### config.mk
export PLATFORM = sky130hd
export DESIGN_NAME = fetch_sequencer
export DESIGN_NICKNAME = d
export VERILOG_FILES = /design/src/rtl/fetch_sequencer.sv
export SDC_FILE = /design/constraint.sdc
export NUM_CORES = 1
export LEC_CHECK = 0
export BUFFER_PORTS_ARGS = -buffer_cell sky130_fd_sc_hd__clkbuf_2
export CELL_PAD_IN_SITES_DETAIL_PLACEMENT = 0
export CELL_PAD_IN_SITES_GLOBAL_PLACEMENT = 1
export CORE_AREA = 2 2 70 59
export CTS_BUF_LIST = sky130_fd_sc_hd__clkbuf_4
export DETAILED_ROUTE_END_ITERATION = 8
export DIE_AREA = 0 0 72 61
export HOLD_SLACK_MARGIN = 0.06
export PLACE_DENSITY_LB_ADDON = 0.1
export SLEW_MARGIN = 20
export SYNTH_ARGS = -nofsm -noshare
export SYNTH_HDL_FRONTEND = slang
export SYNTH_SLANG_ARGS = --single-unit
### constraint.sdc
create_clock -name CLK -period 2 [get_ports CLK]
set_input_delay 0.1 -clock CLK [delete_from_list [all_inputs] [get_ports CLK]]
set_output_delay 0.1 -clock CLK [all_outputs]
set_load 0.01 [all_outputs]
### src/rtl/fetch_sequencer.sv
// Purpose: instruction fetch sequencer; drives PC load/inc, reads program memory, holds the word for decode.
// Latency: FETCH -> WAIT -> HOLD, so instr_valid rises 2 cycles after FETCH; one instruction per 3 cycles.
// Backpressure: instr_valid/instr_ready handshake; HOLD is kept with instr stable until decode accepts.
//
// Ports:
//   CLK, RESET                  clock, synchronous active-high reset
//   pc_addr / pc_next           current PC in, branch load value out
//   pc_load / pc_inc            one-cycle PC control pulses (never both high)
//   imem_rd / imem_addr         program memory read strobe and address
//   imem_data                   read data, valid the cycle after imem_rd
//   instr / instr_valid         instruction register and its valid flag
//   instr_ready                 decode accepts instr this cycle
//   branch_req / branch_target  redirect fetch
//   halt / halted               stop after the accepted instruction; only RESET exits
module fetch_sequencer #(
    parameter int ADDR_W  = 8,
    parameter int INSTR_W = 16
) (
    input  logic               CLK,
    input  logic               RESET,
    input  logic [ADDR_W-1:0]  pc_addr,
    output logic [ADDR_W-1:0]  pc_next,
    output logic               pc_load,
    output logic               pc_inc,
    output logic               imem_rd,
    output logic [ADDR_W-1:0]  imem_addr,
    input  logic [INSTR_W-1:0] imem_data,
    output logic [INSTR_W-1:0] instr,
    output logic               instr_valid,
    input  logic               instr_ready,
    input  logic               branch_req,
    input  logic [ADDR_W-1:0]  branch_target,
    input  logic               halt,
    output logic               halted
);

    typedef enum logic [2:0] {
        IDLE   = 3'd0,
        FETCH  = 3'd1,
        WAIT   = 3'd2,
        HOLD   = 3'd3,
        HALTED = 3'd4
    } state_t;

    state_t state;
    state_t state_nxt;
    logic   valid_nxt;
    logic   capture;
    logic   handshake;
    logic   branch;

    always_ff @(posedge CLK) begin
        if (RESET) begin
            state       <= IDLE;
            instr       <= '0;
            instr_valid <= 1'b0;
            halted      <= 1'b0;
        end else begin
            state       <= state_nxt;
            instr_valid <= valid_nxt;
            // halted rises together with the move into HALTED and stays there
            halted      <= (state_nxt == HALTED);
            if (capture) begin
                instr <= imem_data;
            end
        end
    end

    always_comb begin
        state_nxt = state;
        valid_nxt = instr_valid;
        capture   = 1'b0;
        pc_load   = 1'b0;
        pc_inc    = 1'b0;
        pc_next   = '0;
        imem_rd   = 1'b0;
        imem_addr = '0;
        handshake = instr_valid & instr_ready;
        // branches are only honoured while actively fetching
        branch    = branch_req & ((state == FETCH) || (state == WAIT) || (state == HOLD));

        if (branch) begin
            pc_load = 1'b1;
            pc_next = branch_target;
        end

        case (state)
            IDLE: begin
                state_nxt = FETCH;
            end
            FETCH: begin
                imem_rd   = 1'b1;
                imem_addr = pc_addr;
                state_nxt = branch ? FETCH : WAIT;
            end
            WAIT: begin
                if (branch) begin
                    // in-flight read is dropped; instr keeps its old value
                    state_nxt = FETCH;
                    valid_nxt = 1'b0;
                end else begin
                    capture   = 1'b1;
                    valid_nxt = 1'b1;
                    state_nxt = HOLD;
                end
            end
            HOLD: begin
                if (branch) begin
                    // a concurrent handshake still consumes the word, but the PC is redirected
                    state_nxt = FETCH;
                    valid_nxt = 1'b0;
                end else if (handshake) begin
                    valid_nxt = 1'b0;
                    if (halt) begin
                        state_nxt = HALTED;
                    end else begin
                        pc_inc    = 1'b1;
                        state_nxt = FETCH;
                    end
                end
            end
            HALTED: begin
                state_nxt = HALTED;
            end
            default: begin
                state_nxt = IDLE;
            end
        endcase
    end

endmodule
==> impl_metrics.json, run 1 <==
{
  "critPathArrivalTime_ns": 1.57,
  "hp-class": "in -> reg",
  "gp_congestion": 0.684,
  "rsz0062_at_grt": "false",
  "sw_frac_of_total_pct": 24.2,
  "clkSlewWorstSetupHoldPaths_ns": 0.11,
  "grt_max_degree": 22,
  "start_util_pct": 24.8,
  "post-route-period-util_pct": 83.6,
  "finClkSkew_ns": 0.00210,
  "syn_area_um2": 913,
  "drt_iter0_markers": 35,
  "pwr-share-clk_pct": 26.4,
  "final_area_um2": 1500,
  "numPortBuffers": 73,
  "drv_slew": 0,
  "maxCapViolations": 0,
  "utilization_pct": 40.8,
  "vdd_drop_max_uv": 236,
  "worst_slack_ns": 0.328,
  "numCtsBuffers": 3,
  "critPathCaptureType": "output pin",
  "synth_xor_area_share_pct": 0,
  "status": "finished clean",
  "dp_hpwl_mm": 1.92,
  "drtPass1Iterations": 4,
  "synthSimpleGateAreaFrac_pct": 37.0,
  "grt_pass1_wl_mm": 3.93,
  "setup_tns_ns": 0,
  "hold_viol": 0,
  "drc": 0,
  "crit_required_ns": 1.90,
  "wl_per_cell_um": 10.4,
  "p_comb_share_pct": 19.0,
  "layout_min_cycle_time_ns": 1.67,
  "nNetsFinal": 240,
  "synthCells": 112,
  "grt_overflow": 0,
  "fill_cells": 394,
  "p_seq_share_pct": 54.6,
  "setup_violations": 0,
  "die_area_um2": 4390,
  "startpoint_type": "register",
  "ant_nets": 0,
  "synthMuxAreaShare_pct": 0,
  "mostFrequentLayoutCells": "clkbuf_2, nand2_1, dfxtp_1",
  "p_leak_nw": 0.701,
  "yosys_warnings": 0,
  "whs_ns": 0.172,
  "tightestPinTransition_ns": 0.579,
  "die_height_um": 61,
  "area_growth_pct": 64.4,
  "post-cts-setup-buffers": 0,
  "clock_sinks": 21,
  "insertion_delay_ns": 0.29,
  "clock_path_buffers": 2,
  "syn_nets": 149,
  "slew_headroom_pct": 61.4,
  "p_int_uw": 602,
  "ys_seq_area_share_pct": 46.0,
  "die_w_um": 72,
  "critPathMaxFanout": 9,
  "fmax_mhz": 598,
  "synth_top_family_by_area": "simple AND/OR/NAND/NOR gates",
  "synth_adder_area_share_pct": 0,
  "cts_tree": "done",
  "final_common_cell": "clkbuf_2",
  "antenna_found_initial": 0,
  "synth-compound-area-share_pct": 11.5,
  "dp_worst_setup_slack_ns": 0.349,
  "synth.avg_cell_area_um2": 8.16,
  "ios": 74,
  "track_usage_pct": 11.6,
  "rows": 20,
  "p_per_area_nw_per_um2": 529,
  "drive_above_1_share_pct": 40.6,
  "wl_mm": 2.55,
  "path_class": "reg -> out",
  "vias": 1052,
  "synth.distinct_cells": 18,
  "antenna_cells": 0,
  "place_area_um2": 1310,
  "root_buffer": "clkbuf_4",
  "p_sw_uw": 193,
  "synth-seq-cells": 21,
  "vias_per_cell": 4.28,
  "first_global_vias": 921,
  "cts_max_level": 1,
  "core_um2": 3680
}
[path summary, 6_finish.rpt]
kind                                from         end  slack (ns)  cells after the start
worst min-delay path                halt      halted        0.17                      3
worst max register to register  state[2]    instr[0]        0.34                      3
worst min register to register  instr[5]    instr[5]        0.46                      2
worst max-delay path            state[0]  pc_next[3]        0.33                      4
[power by group through the flow]
stage	Combinational, mW	Sequential [mW]	Clock, mW
after floorplan	0.0543	0.445	0
after global placement	0.127	0.444	0
after detailed placement	0.128	0.444	0
after CTS	0.153	0.434	0.230
after global routing	0.167	0.436	0.251
final	0.151	0.434	0.210
[layout make-up]
cell class	instances	area (um^2)	share of cell area (%)
Timing Repair Buffer	92	548	36.5
Multi-Input combinational cell	85	448	29.8
Sequential cell	21	420	28.0
Tap cell	44	55.1	3.67
Clock buffer	4	30.0	2.00
[cell families (layout without fill, tap and decap cells)]
group                  after synthesis  in the layout
DFF                                 21             21
buffers and inverters                6             96
and+or+nand+nor                     64             64
AOI/OAI and AO/OA                   21             21
[Yosys cell counts]
master     n  share of area (%)
nand2_1   33                 14
dfxtp_1   21                 46
a21oi_1   20                 11
and2_1    17                 12
buf_6      2                2.5
clkbuf_1   2               0.82
nand2b_1   2                1.4
nor2_1     2               0.82
nor3b_1    2                1.6
nor4_1     2                1.4
or4b_1     2                2.2
buf_2      1               0.55
buf_8      1                1.6
nand3_1    1               0.55
nand4_1    1               0.69
nor3_1     1               0.55
nor4b_4    1                2.6
o21ai_0    1               0.55
[per-stage QoR]
stage / cells / power [mW]
2_1_floorplan: 112 / 0.500
3_3_place_gp: 226 / 0.570
3_5_place_dp: 226 / 0.572
4_1_cts: 246 / 0.817
5_1_grt: 246 / 0.854
6_report: 246 / 0.795
[layer usage]
layer / GRT usage (%) / part of all wire (%) / up-vias
met5: 0 / 0 / -
met4: 3.23 / 0.59 / 0
met3: 4.32 / 6.8 / 2
met2: 19.3 / 48 / 38
met1: 14.4 / 44 / 462
li1: - / - / 550
[registers in the layout, indices dropped and copies added, names as in the netlist]
name,flops
instr,16
state,3
halted,1
instr_valid,1
[timing repair]
| item | CTS | global route |
|---|---|---|
| hold buffers | 16 | 0 |
| gates resized for setup | 0 | 1 |
| endpoints found under the setup margin | 0 | 9 |
| endpoints found under the hold margin | 16 | 0 |
[critical path, cell delays in order, from the launching register on]
cell      delay [ns]
dfxtp_1         0.47
nor2_1          0.12
nor3b_2         0.38
and2_1          0.19
clkbuf_2        0.13
Power figures use the tool's default switching activity.
==> inputs of run 2 (changes only) <==
==> constraint.sdc (replaced) <==
create_clock -name CLK -period 1.65 [get_ports CLK]
set_input_delay 0.0825 -clock CLK [delete_from_list [all_inputs] [get_ports CLK]]
set_output_delay 0.0825 -clock CLK [all_outputs]
set_load 0.01 [all_outputs]
==> run 2 against run 1 <==
Sequential share of layout area decreased by 0.16 points. Power increased by 20%. Count of clock-buffer cells in the layout decreased by 1. Register-to-register slack got worse by 0.03 ns. Largest cell class unchanged. Highest routed layer is now met3. Critical path depth increased by 1. Combinational power increased by 23%. Largest power group unchanged. Non-clock buffer count increased by 3. Die area unchanged. Clock skew decreased by 0.0010 ns.
==> impl_metrics.json, run 2 (synthesis gave the netlist of run 1 again) <==
{
  "finClkSkew_ns": 0.00106,
  "insertion_delay_ns": 0.30,
  "fmax_mhz": 659,
  "grt_pass1_wl_mm": 3.91,
  "critPathMaxFanout": 9,
  "path_class": "reg -> out",
  "root_buffer": "clkbuf_4",
  "rsz0062_at_grt": "true",
  "die_height_um": 61,
  "top_regs": "instr x16, state x3",
  "vdd_drop_max_uv": 395,
  "rows": 20,
  "antenna_found_initial": 0,
  "cts_max_level": 1,
  "place_inst": 229,
  "tightestPinTransition_ns": 0.424,
  "track_usage_pct": 11.5,
  "setup_violations": 0,
  "clkSlewWorstSetupHoldPaths_ns": 0.11,
  "setup_tns_ns": 0,
  "die_area_um2": 4390,
  "drt_iter0_markers": 46,
  "critPathCaptureType": "output pin",
  "area_growth_pct": 66.3,
  "regMostFlops": "instr",
  "drv_slew": 0,
  "final_common_cell": "clkbuf_2",
  "vias_per_cell": 4.22,
  "vias": 1050,
  "maxCapViolations": 0,
  "post-cts-setup-buffers": 0,
  "p_leak_nw": 0.712,
  "p_seq_share_pct": 55.3,
  "p_sw_uw": 241,
  "grt_max_degree": 22,
  "finalPower_uw": 953,
  "utilization_pct": 41.3,
  "hold_viol": 0,
  "hp-class": "in -> reg",
  "antenna_cells": 0,
  "numPortBuffers": 73,
  "pwr-share-clk_pct": 25.4,
  "slew_headroom_pct": 71.7,
  "gp_congestion": 0.655,
  "p_per_area_nw_per_um2": 628,
  "startpoint_type": "register",
  "status": "finished clean",
  "first_global_vias": 882,
  "r2r_setup_slack_ns": 0.31,
  "start_util_pct": 24.8,
  "drtPass1Iterations": 2,
  "sw_frac_of_total_pct": 25.3,
  "cts_tree": "done",
  "mostFrequentLayoutCells": "clkbuf_2, nand2_1, a21oi_1",
  "core_um2": 3680,
  "drive_above_1_share_pct": 42.0,
  "ant_nets": 0,
  "ios": 74,
  "numCtsBuffers": 3,
  "post-route-period-util_pct": 91.9,
  "p_comb_share_pct": 19.4,
  "fin_cells": 249,
  "die_w_um": 72,
  "layout_min_cycle_time_ns": 1.52,
  "drc": 0,
  "crit_required_ns": 1.57,
  "dp_hpwl_mm": 1.94,
  "largest_reg_flops": 16,
  "wl_per_cell_um": 9.97,
  "p_int_uw": 713,
  "critPathArrivalTime_ns": 1.43,
  "clock_sinks": 21,
  "grt_overflow": 0,
  "nNetsFinal": 243,
  "clock_path_buffers": 2,
  "wl_mm": 2.48
}
[run 2: worst paths after layout]
check / startpoint / endpoint / depth (start not counted)
setup / recovery: state[2] / pc_next[0] / 5
hold / removal: instr_ready / state[1] / 3
setup reg to reg: state[0] / instr[10] / 4
hold reg to reg: instr[13] / instr[13] / 2
[run 2: area by class of cell]
cell class / count / area, um^2
multi-input cells: 85 / 443
repair buffers: 95 / 571
clock inverters: 1 / 5.00
fillers: 389 / 2160
clock buffers: 3 / 22.5
flip-flops and latches: 21 / 423
well taps: 44 / 55.1
[run 2: worst max-delay path, cell delays in order (launching register included)]
cell and delay (ns):
dfxtp_1 0.33, buf_4 0.16, nor3b_1 0.21, buf_4 0.17, and2_1 0.14, clkbuf_2 0.13
[run 2: layer usage]
metal / track usage (%) / share of wire (%) / up-vias
li1: - / - / 557
met1: 14.8 / 44 / 453
met2: 19.0 / 48 / 40
met3: 4.32 / 7.7 / 0
met4: 1.62 / 0 / 0
met5: 0 / 0 / -
[run 2: through the flow]
step | cell area (um^2) | setup WS [ns] | hold slack (ns)
after floorplan | 913 | 0.207 | 0.215
final | 1520 | 0.133 | 0.150
after global placement | 1330 | 0.302 | 0.307
after detailed placement | 1330 | 0.273 | 0.312
after global routing | 1520 | -0.00991 | 0.152
after CTS | 1520 | 0.0187 | 0.141
[run 2: repair_timing]
| item | 4_1_cts | 5_1_grt |
|---|---|---|
| resized for setup | 1 | 1 |
| endpoints found under the setup margin | 1 | 11 |
| hold buffers | 16 | 0 |
| endpoints found under the hold margin | 16 | 0 |
[run 2: power by group through the flow]
stage                     registers [mW]  clock network, mW  logic [mW]
after floorplan                    0.540                  0      0.0658
after global placement             0.537                  0       0.158
after detailed placement           0.538                  0       0.158
after CTS                          0.527              0.265       0.189
after global routing               0.529              0.285       0.204
final                              0.527              0.242       0.185
==> inputs of run 3 (changes only) <==
--- a/config.mk
+++ b/config.mk
@@ -14,6 +14,7 @@
 export DIE_AREA = 0 0 72 61
 export HOLD_SLACK_MARGIN = 0.06
 export PLACE_DENSITY_LB_ADDON = 0.1
+export SETUP_SLACK_MARGIN = 0.3
 export SLEW_MARGIN = 20
 export SYNTH_ARGS = -nofsm -noshare
 export SYNTH_HDL_FRONTEND = slang
==> run 3 against run 2 <==
Highest routed layer is now met4. Sequential share of layout area shrank 2.6 points. Wire length is 11% higher. Power up 6.9%. Combinational power increased by 25%.
==> impl_metrics.json, run 3 (synthesis gave the netlist of run 1 again) <==
{
  "min_to": "instr_valid",
  "drc": 0,
  "drt_iter0_markers": 31,
  "dr_wl_met2_mm": 1.34,
  "wl_met1_mm": 1.16,
  "startpoint_type": "register",
  "final_common_cell": "clkbuf_2",
  "regMostFlops": "instr",
  "hold_path.startpoint": "instr_ready",
  "rows": 20,
  "rsz0062_at_grt": "true",
  "grt_pass1_wl_mm": 4.04,
  "dp_hpwl_mm": 1.96,
  "numPortBuffers": 73,
  "slew_headroom_pct": 68.1,
  "die_area_um2": 4390,
  "p_leak_nw": 0.775,
  "r2r_setup_slack_ns": 0.24,
  "ant_nets": 0,
  "maxCapViolations": 0,
  "insertion_delay_ns": 0.30,
  "r2r_cells": 3,
  "die_w_um": 72,
  "wl_per_cell_um": 10.9,
  "critPathBufInv": 3,
  "vias": 1088,
  "hp-class": "in -> reg",
  "pwr-share-clk_pct": 25.6,
  "drv_slew": 0,
  "p_int_uw": 765,
  "p_sw_uw": 254,
  "vias_per_cell": 4.32,
  "cts_tree": "done",
  "p_seq_share_pct": 51.8,
  "critPathCaptureType": "output pin",
  "path_class": "reg -> out",
  "area_growth_pct": 86.0,
  "drtPass1Iterations": 4,
  "top_layer_used": "met4",
  "fmax_mhz": 686,
  "nNetsFinal": 246,
  "first_global_vias": 950,
  "vdd_drop_max_uv": 277,
  "cpMaxStageDelayCell": "dfxtp_2",
  "finalPower_mw": 1.02,
  "wl_met3_um": 228,
  "antenna_found_initial": 0,
  "hold_viol": 0,
  "p_per_area_nw_per_um2": 600,
  "numCtsBuffers": 3,
  "hold_depth": 4,
  "clkSlewWorstSetupHoldPaths_ns": 0.11,
  "clock_sinks": 21,
  "p_comb_share_pct": 22.6,
  "grt_max_degree": 22,
  "critPathMostFrequentCell": "buf_6",
  "gp_congestion": 0.696,
  "largest_reg_flops": 16,
  "start_util_pct": 24.8,
  "track_usage_pct": 12.1,
  "crit_family": "simple AND/OR/NAND/NOR gates",
  "rr_endpoint": "state[2]",
  "utilization_pct": 46.2,
  "top_regs": "instr x16, state x3",
  "core_um2": 3680,
  "mostFrequentLayoutCells": "clkbuf_2, nand2_1, dfxtp_1",
  "ios": 74,
  "grt_overflow": 0,
  "finClkSkew_ns": 0.00158,
  "worstPathCellList": "buf_6 > nor3b_4 > buf_6 > and2_4 > buf_6",
  "layout_min_cycle_time_ns": 1.46,
  "sw_frac_of_total_pct": 24.9,
  "setup_tns_ns": 0,
  "antenna_cells": 0,
  "post-route-period-util_pct": 88.3,
  "slowest_delay_ns": 0.34,
  "critPathArrivalTime_ns": 1.37,
  "drive_above_1_share_pct": 51.4,
  "die_height_um": 61,
  "crit_required_ns": 1.57,
  "tightestPinTransition_ns": 0.479,
  "setup_violations": 0,
  "clock_path_buffers": 2,
  "status": "finished clean",
  "cts_max_level": 1,
  "root_buffer": "clkbuf_4",
  "r2r-start": "state[1]",
  "wl_mm": 2.75,
  "critPathMaxFanout": 6
}
[run 3: changes by cell type in the layout (fill, tap and decap cells not counted), sizes merged]
cell	previous run	this run
buf	6	19
clkbuf	76	67
clkinv	1	0
[run 3: worst max-delay path by stage]
stage / startpoint / to / slack, ns / depth (start not counted)
finish: state[2] / imem_addr[7] / 0.19 / 5
global route: state[2] / imem_addr[7] / 0.08 / 5
CTS: state[2] / imem_addr[0] / 0.16 / 5
detailed placement: state[1] / instr[4] / 0.29 / 4
global placement: state[0] / instr[3] / 0.31 / 4
floorplan: state[2] / instr[0] / 0.26 / 6
[run 3: power groups by stage]
stage | registers, mW | logic [mW] | clock network [mW]
after detailed placement | 0.538 | 0.158 | 0
after global routing | 0.530 | 0.251 | 0.304
after global placement | 0.537 | 0.157 | 0
after CTS | 0.528 | 0.202 | 0.284
final | 0.528 | 0.231 | 0.261
after floorplan | 0.540 | 0.0668 | 0
[run 3: tightest hold or removal path: stages]
cell and delay, ns:
clkbuf_2 0.10, nor2_1 0.04, o21ai_0 0.13, a21oi_1 0.06
[run 3: cell type report]
cell class                      instances  area, um^2
Multi-Input combinational cell         85         519
Fill cell                             399        1980
Tap cell                               44        55.1
Sequential cell                        21         429
Clock buffer                            4        30.0
Timing Repair Buffer                   98         666
[run 3: repair_timing]
| action | CTS | global route |
|---|---|---|
| gates cloned | 1 | 0 |
| gates resized for setup | 16 | 33 |
| pin swaps | 8 | 8 |
| hold endpoints to repair | 16 | 0 |
| buffers inserted | 2 | 1 |
| hold buffers | 16 | 0 |
| setup endpoints to repair | 37 | 38 |
[run 3: layer usage]
metal | up-vias | global-route usage, %
met4 | 0 | 3.23
met1 | 477 | 14.5
li1 | 561 | -
met5 | - | 0
met2 | 46 | 20.6
met3 | 4 | 4.82
[run 3: stage by stage]
stage | worst slack, ns | hold WS (ns) | instance area, um^2 | instances
3_5_place_dp | 0.289 | 0.315 | 1330 | 228
5_1_grt | 0.0797 | 0.162 | 1700 | 252
6_report | 0.193 | 0.157 | 1700 | 252
4_1_cts | 0.160 | 0.120 | 1580 | 251
3_3_place_gp | 0.308 | 0.308 | 1330 | 228
2_1_floorplan | 0.257 | 0.215 | 918 | 112
